<file path="config.mk">
export PLATFORM = sky130hd
export DESIGN_NAME = cpu_control_unit_flat
export DESIGN_NICKNAME = d
export VERILOG_FILES = /design/src/rtl/cpu_pkg.sv /design/src/rtl/cpu_control_unit_if.sv /design/src/rtl/cu_decoder.sv /design/src/rtl/cpu_control_unit.sv /design/src/flat_wrapper.sv
export SDC_FILE = /design/constraint.sdc
export NUM_CORES = 1
export LEC_CHECK = 0
export BUFFER_PORTS_ARGS = -buffer_cell sky130_fd_sc_hd__buf_2
export CAP_MARGIN = 20
export CORE_MARGIN = 4
export CORE_UTILIZATION = 30
export DETAILED_ROUTE_END_ITERATION = 16
export PLACE_DENSITY_LB_ADDON = 0.15
export SLEW_MARGIN = 10
export SYNTH_ARGS = -nofsm -noshare
export SYNTH_HDL_FRONTEND = slang
export SYNTH_SLANG_ARGS = --single-unit
</file>
<file path="constraint.sdc">
create_clock -name clk -period 1.9 [get_ports clk]
set_clock_uncertainty 0.1 [all_clocks]
set_input_delay 0.285 -clock clk [delete_from_list [all_inputs] [get_ports clk]]
set_output_delay 0.285 -clock clk [all_outputs]
set_load 0.02 [all_outputs]
</file>
<file path="src/rtl/cpu_pkg.sv">
// cpu_pkg: shared types and constants for the 8-bit CPU control path.
//   state_t : control FSM states (HALT only reachable with CU_HALT_INST_EN)
//   OP_*    : upper-nibble opcodes of the instruction byte; IR[7]=1 is ALU class
//   PC_W    : program counter / memory address width
//   REG_AW  : register-file address width
package cpu_pkg;

  localparam int PC_W   = 10;
  localparam int REG_AW = 2;

  localparam logic [3:0] OP_LOAD  = 4'b0000;
  localparam logic [3:0] OP_STORE = 4'b0001;
  localparam logic [3:0] OP_JMP   = 4'b0010;
  localparam logic [3:0] OP_HALT  = 4'b0011;

  typedef enum logic [2:0] {
    FETCH = 3'd0,
    EXEC  = 3'd1,
    ADDR  = 3'd2,
    MEM   = 3'd3,
    HALT  = 3'd4
  } state_t;

  // Opcodes that carry a second (address) byte.
  function automatic logic is_two_byte(input logic [7:0] ir);
    return (ir[7:4] == OP_LOAD) || (ir[7:4] == OP_STORE) || (ir[7:4] == OP_JMP);
  endfunction

endpackage

</file>
<file path="src/rtl/cpu_control_unit_if.sv">
// cpu_control_unit_if: memory bus plus datapath control signals.
//   inst  : memory read data for the current amem (driven by memory side)
//   amem  : memory address
//   aa/ab : register-file read addresses (ab also sources store data)
//   ad    : register-file write address
//   wr    : register write enable
//   md    : write-back select (0 = ALU, 1 = memory data)
//   mw    : memory write strobe
// master = control unit, slave = memory/datapath.
interface cpu_control_unit_if;
  import cpu_pkg::*;

  logic [7:0]        inst;
  logic [PC_W-1:0]   amem;
  logic [REG_AW-1:0] aa;
  logic [REG_AW-1:0] ab;
  logic [REG_AW-1:0] ad;
  logic              wr;
  logic              md;
  logic              mw;

  modport master (input inst, output amem, aa, ab, ad, wr, md, mw);
  modport slave  (output inst, input amem, aa, ab, ad, wr, md, mw);

endinterface

</file>
<file path="src/rtl/cu_decoder.sv">
// cu_decoder: purely combinational output decode of the control unit.
//   state_i : current FSM state
//   ir_i    : instruction register
//   ar_i    : address register (low byte of effective address)
//   pc_i    : program counter
//   amem_o, aa_o, ab_o, ad_o, wr_o, md_o, mw_o : bus / datapath controls
// With IR=0 (reset) every register address decodes to 0 and all strobes are 0.
module cu_decoder
  import cpu_pkg::*;
(
  input  state_t            state_i,
  input  logic [7:0]        ir_i,
  input  logic [7:0]        ar_i,
  input  logic [PC_W-1:0]   pc_i,
  output logic [PC_W-1:0]   amem_o,
  output logic [REG_AW-1:0] aa_o,
  output logic [REG_AW-1:0] ab_o,
  output logic [REG_AW-1:0] ad_o,
  output logic              wr_o,
  output logic              md_o,
  output logic              mw_o
);

  logic [REG_AW-1:0] r_fld;
  logic [REG_AW-1:0] s_fld;

  assign r_fld = ir_i[3:2];
  assign s_fld = ir_i[1:0];

  always_comb begin
    amem_o = pc_i;
    aa_o   = r_fld;
    ab_o   = s_fld;
    ad_o   = r_fld;
    wr_o   = 1'b0;
    md_o   = 1'b0;
    mw_o   = 1'b0;

    unique case (state_i)
      EXEC: begin
        // Only the ALU class writes back; the remaining 0xxx opcodes here are NOPs.
        if (ir_i[7]) wr_o = 1'b1;
      end
      MEM: begin
        amem_o = {s_fld, ar_i};
        if (ir_i[7:4] == OP_LOAD) begin
          wr_o = 1'b1;
          md_o = 1'b1;
        end else if (ir_i[7:4] == OP_STORE) begin
          // Store data comes out of read port B, so point it at r.
          aa_o = r_fld;
          ab_o = r_fld;
          mw_o = 1'b1;
        end
      end
      default: ;
    endcase
  end

endmodule

</file>
<file path="src/rtl/cpu_control_unit.sv">
// cpu_control_unit: multi-cycle fetch/execute sequencer for the 8-bit CPU.
//   clk   : system clock, rising edge
//   rst_n : asynchronous active-low reset
//   bus   : cpu_control_unit_if.master (inst in; amem/aa/ab/ad/wr/md/mw out)
// Parameter RESET_PC sets the PC value loaded on reset.
// Optional macro CU_HALT_INST_EN: opcode 0011 halts until reset; otherwise NOP.
module cpu_control_unit
  import cpu_pkg::*;
#(
  parameter logic [PC_W-1:0] RESET_PC = 10'h000
)(
  input  logic                 clk,
  input  logic                 rst_n,
  cpu_control_unit_if.master   bus
);

  state_t          state_q, state_d;
  logic [PC_W-1:0] pc_q, pc_d;
  logic [7:0]      ir_q, ir_d;
  logic [7:0]      ar_q, ar_d;

  always_ff @(posedge clk or negedge rst_n) begin
    if (!rst_n) begin
      state_q <= FETCH;
      pc_q    <= RESET_PC;
      ir_q    <= 8'h00;
      ar_q    <= 8'h00;
    end else begin
      state_q <= state_d;
      pc_q    <= pc_d;
      ir_q    <= ir_d;
      ar_q    <= ar_d;
    end
  end

  always_comb begin
    state_d = state_q;
    pc_d    = pc_q;
    ir_d    = ir_q;
    ar_d    = ar_q;

    unique case (state_q)
      FETCH: begin
        ir_d = bus.inst;
        pc_d = pc_q + PC_W'(1);   // wraps 1023 -> 0 naturally
        if (bus.inst[7])
          state_d = EXEC;
        else if (is_two_byte(bus.inst))
          state_d = ADDR;
`ifdef CU_HALT_INST_EN
        else if (bus.inst[7:4] == OP_HALT)
          state_d = HALT;
`endif
        else
          state_d = EXEC;
      end
      EXEC: state_d = FETCH;
      ADDR: begin
        ar_d = bus.inst;
        if (ir_q[7:4] == OP_JMP) begin
          pc_d    = {ir_q[1:0], bus.inst};
          state_d = FETCH;
        end else begin
          pc_d    = pc_q + PC_W'(1);
          state_d = MEM;
        end
      end
      MEM:  state_d = FETCH;
      HALT: state_d = HALT;
      default: state_d = FETCH;
    endcase
  end

  cu_decoder u_dec (
    .state_i (state_q),
    .ir_i    (ir_q),
    .ar_i    (ar_q),
    .pc_i    (pc_q),
    .amem_o  (bus.amem),
    .aa_o    (bus.aa),
    .ab_o    (bus.ab),
    .ad_o    (bus.ad),
    .wr_o    (bus.wr),
    .md_o    (bus.md),
    .mw_o    (bus.mw)
  );

endmodule

</file>
<file path="src/flat_wrapper.sv">
// flat-port wrapper written by rule: the top's interface ports become plain ports
module cpu_control_unit_flat import cpu_pkg::*;
#(
  parameter logic [PC_W-1:0] RESET_PC = 10'h000
)
  (clk, rst_n, bus_inst, bus_amem, bus_aa, bus_ab, bus_ad, bus_wr, bus_md, bus_mw);
  cpu_control_unit_if bus_i ();
  input  logic clk;
  input  logic rst_n;
  input wire logic [$bits(bus_i.inst)-1:0] bus_inst;
  output wire logic [$bits(bus_i.amem)-1:0] bus_amem;
  output wire logic [$bits(bus_i.aa)-1:0] bus_aa;
  output wire logic [$bits(bus_i.ab)-1:0] bus_ab;
  output wire logic [$bits(bus_i.ad)-1:0] bus_ad;
  output wire logic [$bits(bus_i.wr)-1:0] bus_wr;
  output wire logic [$bits(bus_i.md)-1:0] bus_md;
  output wire logic [$bits(bus_i.mw)-1:0] bus_mw;
  assign bus_i.inst = bus_inst;
  assign bus_amem = bus_i.amem;
  assign bus_aa = bus_i.aa;
  assign bus_ab = bus_i.ab;
  assign bus_ad = bus_i.ad;
  assign bus_wr = bus_i.wr;
  assign bus_md = bus_i.md;
  assign bus_mw = bus_i.mw;
  cpu_control_unit #(.RESET_PC(RESET_PC)) u_core (.clk(clk), .rst_n(rst_n), .bus(bus_i));
endmodule
</file>
Word-level counts from Yosys, hierarchy flattened
Cells that the tools add are included.
{"block": "totals", "wordCells": 36, "reg_bits": 29, "out_inout_bits": 19, "input_bits": 10}
{"block": "op_classes", "muxes": 17, "n_reduce_logical": 6, "eq_ne": 8, "n_addsub": 1}
{"operator": "10-bit 2-to-1 mux", "count": 2}
{"operator": "10-bit one-hot mux with 2 select lines", "count": 1}
{"operator": "10-bit by 1-bit adder with 10-bit output, second input constant", "count": 1}
{"operator": "2-bit 2-to-1 mux", "count": 5}
{"operator": "3-bit one-hot mux with 3 select lines", "count": 1}
{"operator": "4-bit by 1-bit equality test with 1-bit output, second input constant", "count": 2}
{"operator": "4-bit by 2-bit equality test with 1-bit output, second input constant", "count": 2}
{"operator": "4-bit logical NOT", "count": 2}
{"operator": "3-bit by 2-bit equality test with 1-bit output, second input constant", "count": 2}
{"operator": "1-bit 2-to-1 mux", "count": 6}
{"operator": "3-bit by 1-bit equality test with 1-bit output, second input constant", "count": 1}
{"operator": "3-bit equality test, second input constant", "count": 1}
{"operator": "3-bit logical NOT", "count": 1}
{"operator": "3-bit 2-to-1 mux", "count": 1}
{"operator": "1-bit logical OR", "count": 2}
{"operator": "1-bit one-hot mux with 2 select lines", "count": 1}
{"operator": "2-bit nonzero test", "count": 1}

Longest topological paths before layout
Gate-level depths: netlist of the first run.
{"block": "depth", "depth_word": 6, "depth_mapped": 8, "ltp_nobuf": 5}

Modules after synthesis
A second synthesis of the first run with hierarchy kept.
{"block": "unflattened", "hier_cells": 138, "area_unflattened_um2": 1612.8}
{"mod": "cpu_control_unit", "area_per_inst_um2": 1350.0, "cells_each": 112, "n_inst": 1, "seq_area_each_um2": 725.7}
{"mod": "cu_decoder", "area_per_inst_um2": 262.8, "cells_each": 26, "n_inst": 1, "seq_area_each_um2": 0.0}

Worst setup path before layout of the first run
No wires, ideal clock.
{"block": "synth_path", "path_type": "register to output", "start": "register u_core.state_q[2]", "end": "output bus_wr", "setup_slack_ps": 34, "stages_incl_launch_ff": 4, "t_arrival_ps": 1481, "t_required_ps": 1515, "path_buffers": 0, "path_cell_list": "dfrtp_1 -> nand3b_1 -> or4_1 -> o21ai_0"}
{"block": "synth_between", "elab_chain_len": 2, "word_cells_on_any_way": 3, "cone_classes": "2 x eq/ne; 1 x mux"}
{"element": "start, declared", "line": "cpu_control_unit.sv:17", "rtl": "state_t state_q, state_d;"}
{"element": "start signal, assigned", "line": "cpu_control_unit.sv:29", "rtl": "state_q <= state_d;"}
{"element": "3-bit by 2-bit equality test with 1-bit output or 3-bit by 1-bit equality test with 1-bit output (tied branches)", "line": "cu_decoder.sv:39", "rtl": "unique case (state_i)"}
{"element": "1-bit one-hot mux with 2 select lines *", "line": "cu_decoder.sv:39"}
{"element": "end, declared", "line": "flat_wrapper.sv:15", "rtl": "output wire logic [$bits(bus_i.wr)-1:0] bus_wr;"}
Mark *: on every way between the ends. The rest lies on a longest branch, timed or not.

Worst setup path after layout of the first run
{"block": "layout_path", "start": "register u_core.state_q[2]", "end": "output bus_ab[1]"}
{"block": "layout_between", "elab_chain_len": 2}
{"element": "3-bit by 2-bit equality test with 1-bit output", "line": "cu_decoder.sv:39"}
{"element": "2-bit 2-to-1 mux", "line": "cu_decoder.sv:39"}
{"element": "end, declared", "line": "flat_wrapper.sv:13", "rtl": "output wire logic [$bits(bus_i.ab)-1:0] bus_ab;"}
No other way between the ends.

==> impl_metrics.tcl, run 1 <==
set metrics [dict create \
    cts_buffers 5 \
    drc 0 \
    whs_path_depth 3 \
    grt_pass1_vias 1266 \
    max-cap-violations 0 \
    ys_warn_count 0 \
    slowest_stage "dfrtp_1" \
    fin_ws_ps -116.6 \
    utilization_pct 41.42 \
    io_pins 29 \
    core-area_sq_um 4848 \
    instances_no_fill 247 \
    cp_data_arrival_time_ps 1630 \
    wl_um 3779 \
    netlist_instances 139 \
    hold_violations 0 \
    required_ps 1510 \
    synthTopCellsByArea "dfrtp_1, mux2_2, nand2_1" \
    post-place-cells 236 \
    final_cell_mix "dfrtp_1, mux2_2, nand2_1" \
    cts_tree "done" \
    cts-root-buf "clkbuf_8" \
    yosysTopAreaCellShare_pct 46.93 \
    grt_pass1_wl_um 6527 \
    violations "setup timing" \
    setup_viol 14 \
    dp_slack_ps 75.03 \
    synth_cell_type_count 36 \
    whs_endpoint "u_core.pc_q[2]$_DFFE_PN0P_" \
    gr-usage-all-layers_pct 13.49 \
    slew_headroom_pct 55.08 \
    dieArea_sq_um 6367 \
    min_path_type "in -> reg" \
    routabilityCongestion 0.8132 \
    hpwl_um 2798 \
    synth.avg_cell_area_sq_um 11.13 \
    tightestPinTransition_ps 673.8 \
    min_from "bus_inst[2]" \
    fmax_mhz 495.9 \
    die_y_um 79.80 \
    area_delta_synth_final_pct 29.85 \
    fillers 489 \
    yosys.area.top_type "dfrtp_1" \
    max_stage_delay_ps 380 \
    leakage_uw 0.0008782 \
    timing.rr.start "u_core.state_q[2]$_DFF_PN0_" \
    grt_max_degree 30 \
    nets 191 \
    status "finished, violations left" \
    worstSetupPathType "reg -> out" \
    grt_overflow 0 \
    cp_max_fo 3 \
    post-route-min-period_ps 2017 \
    r2r-end "u_core.ir_q[5]$_DFFE_PN0P_" \
    dr_total_vias 1200 \
    antenna_cells 0 \
    antenna_found_initial 0 \
    firstDrtPassIters 4 \
    clkTransAtPathRegs_ps 60 \
    synthesis.nets 150 \
    clk_latency_ps 270 \
    drt_iter0_markers 50 \
    post-route-period-util_pct 106.1 \
    final_common_cell "dfrtp_1" \
    ys_seq_elements 29 \
    clock_path_buffers 2 \
    r2r_cells 5 \
    io_buffers 28 \
    crit_chain "nand3b_1 > nor4_1 > nand2_1 > mux2_2 > buf_4" \
    vdd_drop_max_mv 0.6820 \
    design_area_sq_um 2008 \
    reg2reg_slack_ps 180 \
    power_density_nw_per_um2 1708 \
    die_w_um 79.80 \
    synth_area_sq_um 1546 \
    rsz0062_at_grt "true" \
    start_util_pct 31.90 \
    routedWlPerCell_um 15.30 \
    clock-sinks 29 \
    num_rows 25 \
    synth-seq-area-share_pct 46.93 \
    postPlaceCellArea_sq_um 1797 \
    slew_viol_final 0 \
    worstSetupEndpointType "output port" \
    drive_gt1_share_pct 45.56 \
    via_per_inst 4.858 \
    cts-htree-levels 2 \
    antenna_left 0 \
    start_kind "register" \
]
## Yosys cell counts, drive strengths merged
| master | instances |
|---|---|
| nor4 | 2 |
| or4 | 2 |
| o21ai | 6 |
| a2bb2oi | 2 |
| a221o | 1 |
| nor2 | 7 |
| xor2 | 3 |
| mux2 | 28 |
| clkbuf | 2 |
| and4 | 1 |
| a31oi | 1 |
| and3 | 1 |
| or2 | 1 |
| mux2i | 1 |
| nand4 | 3 |
| nor3 | 1 |
| a2111oi | 1 |
| nand3b | 1 |
| xnor2 | 2 |
| nand2 | 17 |
| nor4b | 1 |
| or3 | 1 |
| a21o | 1 |
| buf | 8 |
| or4bb | 1 |
| and2 | 2 |
| nor3b | 2 |
| nand3 | 6 |
| ha | 1 |
| a21oi | 2 |
| dfrtp | 29 |
| inv | 2 |
## flip-flops by register name, summed over array words and instances, names as in the netlist
name            flops
u_core.pc_q        10
u_core.ar_q         8
u_core.ir_q         8
u_core.state_q      3
## stage by stage
step | hold WS, ps | TNS (ps) | power, uW
3_5_place_dp | 260.2 | 0 | 2728
6_report | 163.5 | -576.2 | 3429
4_1_cts | 157.4 | -612.0 | 3468
5_1_grt | 185.6 | -1884 | 3695
3_3_place_gp | 263.7 | 0 | 2694
2_1_floorplan | -110.6 | 0 | 2250
## critical path, delay by kind of cell, from the launching register on
family	cells	cell delay (ps)
buffers and inverters	1	160
flip-flops	1	380
multiplexers	1	300
AND/OR/NAND/NOR	3	530
## where the power goes
part	internal, uW	total [uW]	switching [uW]
Clock	286	493	207
Combinational	941	1750	810
Sequential	913	1180	271
Total	2140	3430	1290
## worst max path at each step
stage	start	end	slack, ps	cells past startpoint
3_5_place_dp	u_core.state_q[2]$_DFF_PN0_	bus_ab[0]	80	5
6_report	u_core.state_q[2]$_DFF_PN0_	bus_ab[1]	-120	5
3_3_place_gp	u_core.state_q[2]$_DFF_PN0_	bus_ab[0]	110	5
5_1_grt	u_core.state_q[2]$_DFF_PN0_	bus_ab[1]	-230	5
2_1_floorplan	u_core.state_q[2]$_DFF_PN0_	bus_wr	30	3
4_1_cts	u_core.state_q[2]$_DFF_PN0_	bus_ab[1]	-120	5
## cell type report
class,instances,area [sq um],share of cell area [%]
flip-flops and latches,29,725.7,36.14
well taps,67,83.83,4.174
clock buffers,7,86.33,4.299
inverters,2,7.507,0.3738
multi-input cells,98,745.7,37.13
repair buffers,44,359.1,17.88
## routing by layer
layer | up-vias | wire length (um) | track usage (%)
li1 | 579 | - | -
met5 | - | 0 | 0
met4 | 0 | 29 | 4.223
met3 | 5 | 196 | 3.725
met1 | 578 | 1729 | 17.87
met2 | 38 | 1823 | 21.37
## cell families after synthesis
family / share of synthesized area (%)
buffers and inverters: 5.421
AOI/OAI and AO/OA: 5.826
and+or+nand+nor: 17.15
adders and majority gates: 0.8089
DFF: 46.93
muxes: 21.04
xor gates and xnor gates: 2.832
## what timing repair did
item	4_1_cts	5_1_grt
endpoints found under the hold margin	29	0
resized for setup	26	4
setup endpoints to repair	15	17
buffers inserted	3	0
cloned	0	0
pin swaps	2	1
hold buffers	1	0
No activity file was read; power rests on OpenSTA's default activity.
==> inputs of run 2 (changes only) <==
Settings changed: CELL_PAD_IN_SITES_DETAIL_PLACEMENT set to 2, CELL_PAD_IN_SITES_GLOBAL_PLACEMENT set to 2, CTS_CLUSTER_SIZE set to 8, GPL_TIMING_DRIVEN set to 0.
==> run 2 against run 1 <==
  * Combinational power is 19% higher
  * Final cell count is 4.0% higher
  * Fmax is 4.1% lower
  * Worst setup slack worse by 87 ps
  * The flow still finishes with violations (setup timing)
  * Utilization is 4.1 points higher
  * Critical path depth stayed put
  * Power is 19% higher
  * Sequential power is 3% higher
  * Flip-flop and latch count stayed put
  * Non-clock buffer count is 9 higher
  * Worst hold slack worse by 16 ps
  * Wire length is 28% higher
==> impl_metrics.tcl, run 2 (synthesis gave the netlist of run 1 again) <==
set metrics [dict create \
    status "finished, violations left" \
    violations "setup timing" \
    cts-htree-levels 2 \
    drive_gt1_share_pct 52.11 \
    antenna_found_initial 0 \
    fmax_mhz 475.4 \
    grt_overflow 0 \
    core-area_sq_um 4848 \
    slew_viol_final 0 \
    hold_violations 0 \
    die_w_um 79.80 \
    utilization_pct 45.47 \
    setup_viol 16 \
    start_util_pct 31.90 \
    start_kind "register" \
    wl_um 4856 \
    r2r_cells 4 \
    grt_pass1_wl_um 7852 \
    largest-register "u_core.pc_q" \
    dr_total_vias 1283 \
    design_area_sq_um 2205 \
    drt_iter0_markers 48 \
    gr-usage-all-layers_pct 16.16 \
    required_ps 1510 \
    post-route-period-util_pct 110.7 \
    nets 200 \
    vdd_drop_max_mv 0.6818 \
    io_pins 29 \
    antenna_left 0 \
    antenna_cells 0 \
    instances_no_fill 257 \
    clock_path_buffers 2 \
    final_cell_mix "dfrtp_1, mux2_2, buf_4" \
    cts-root-buf "clkbuf_8" \
    hpwl_um 3177 \
    firstDrtPassIters 4 \
    dieArea_sq_um 6367 \
    dp_slack_ps -269.7 \
    power_density_nw_per_um2 1847 \
    crit_start "u_core.state_q[2]$_DFF_PN0_" \
    clock-sinks 29 \
    leakage_uw 0.001001 \
    post-route-min-period_ps 2103 \
    reg2reg_slack_ps -20 \
    fin_ws_ps -203.3 \
    crit_chain "nand3b_1 > nor4_2 > nand2_2 > mux2_2 > buf_4" \
    critical_path_cell_count 5 \
    post-place-cells 234 \
    cts_buffers 5 \
    worstSetupPathType "reg -> out" \
    grt_max_degree 30 \
    slowest_stage "dfrtp_1" \
    tns_ps -2065 \
    num_rows 25 \
    final_common_cell "dfrtp_1" \
    min_path_type "in -> reg" \
    cts_tree "done" \
    worstSetupEndpointType "output port" \
    cp_data_arrival_time_ps 1720 \
    clk_latency_ps 280 \
    slew_headroom_pct 54.65 \
    clkTransAtPathRegs_ps 70 \
    r2r-end "u_core.pc_q[4]$_DFFE_PN0P_" \
    reg_top3 "u_core.pc_q x10, u_core.ar_q x8, u_core.ir_q x8" \
    cp_max_fo 4 \
    critPathBufInv 1 \
    routabilityCongestion 0.7803 \
    timing.rr.start "u_core.ir_q[4]$_DFFE_PN0P_" \
    rsz0062_at_grt "true" \
    max-cap-violations 0 \
    grt_pass1_vias 1420 \
    tightestPinTransition_ps 680.3 \
    routedWlPerCell_um 18.89 \
    setup.worst_path.end "bus_ab[0]" \
    largest_reg_flops 10 \
    die_y_um 79.80 \
    via_per_inst 4.992 \
    area_delta_synth_final_pct 42.56 \
    max_stage_delay_ps 380 \
    crit_family "simple AND/OR/NAND/NOR gates" \
    io_buffers 28 \
    drc 0 \
    postPlaceCellArea_sq_um 1770 \
]
==> run 2: worst min path at each step <==
stage                     start                         end  slack, ps  depth (start not counted)
floorplan                 rst_n  u_core.ar_q[0]$_DFFE_PN0N_       -110                          0
detailed placement        rst_n  u_core.ir_q[4]$_DFFE_PN0P_        280                          1
global route        bus_inst[2]  u_core.pc_q[2]$_DFFE_PN0P_        140                          3
CTS                 bus_inst[2]  u_core.pc_q[2]$_DFFE_PN0P_        140                          3
finish              bus_inst[2]  u_core.pc_q[2]$_DFFE_PN0P_        150                          3
global placement          rst_n  u_core.ir_q[4]$_DFFE_PN0P_        270                          1
==> run 2: report_power, final <==
part	switching, uW	internal, uW
clock	251	521
combinational	935	1140
sequential	310	911
==> run 2: layer usage <==
metal | vias up | track usage (%) | wire [um]
li1 | 593 | - | -
met1 | 665 | 20.48 | 2154
met2 | 20 | 28.55 | 2531
met3 | 5 | 3.273 | 137
met4 | 0 | 3.041 | 32
met5 | - | 0 | 0
==> run 2: through the flow <==
step | hold slack (ps) | power [uW]
final | 147.6 | 4072
after global routing | 144.5 | 4329
after CTS | 144.1 | 3965
after detailed placement | 281.4 | 2763
after global placement | 266.3 | 2676
after floorplan | -110.6 | 2250
==> run 2: worst reg2reg max path: stages, from the launching register on <==
cell and delay, ps:
dfrtp_1 440, nor4b_2 530, nand2_1 230, a21o_1 210, a221o_1 290
==> run 2: area by class of cell <==
class | count | area [sq um]
multi-input cells | 98 | 803.3
flip-flops and latches | 29 | 725.7
clock inverters | 3 | 65.06
repair buffers | 44 | 361.6
clock buffers | 5 | 68.82
plain buffers | 9 | 88.84
well taps | 67 | 83.83
inverters | 2 | 7.507
fillers | 508 | 2644
==> run 2: what timing repair did <==
item	CTS	global route
setup buffers	8	7
hold endpoints to repair	29	0
hold buffers	1	0
cloned	1	0
resized for setup	44	12
pin swaps	3	3
endpoints found under the setup margin	23	31
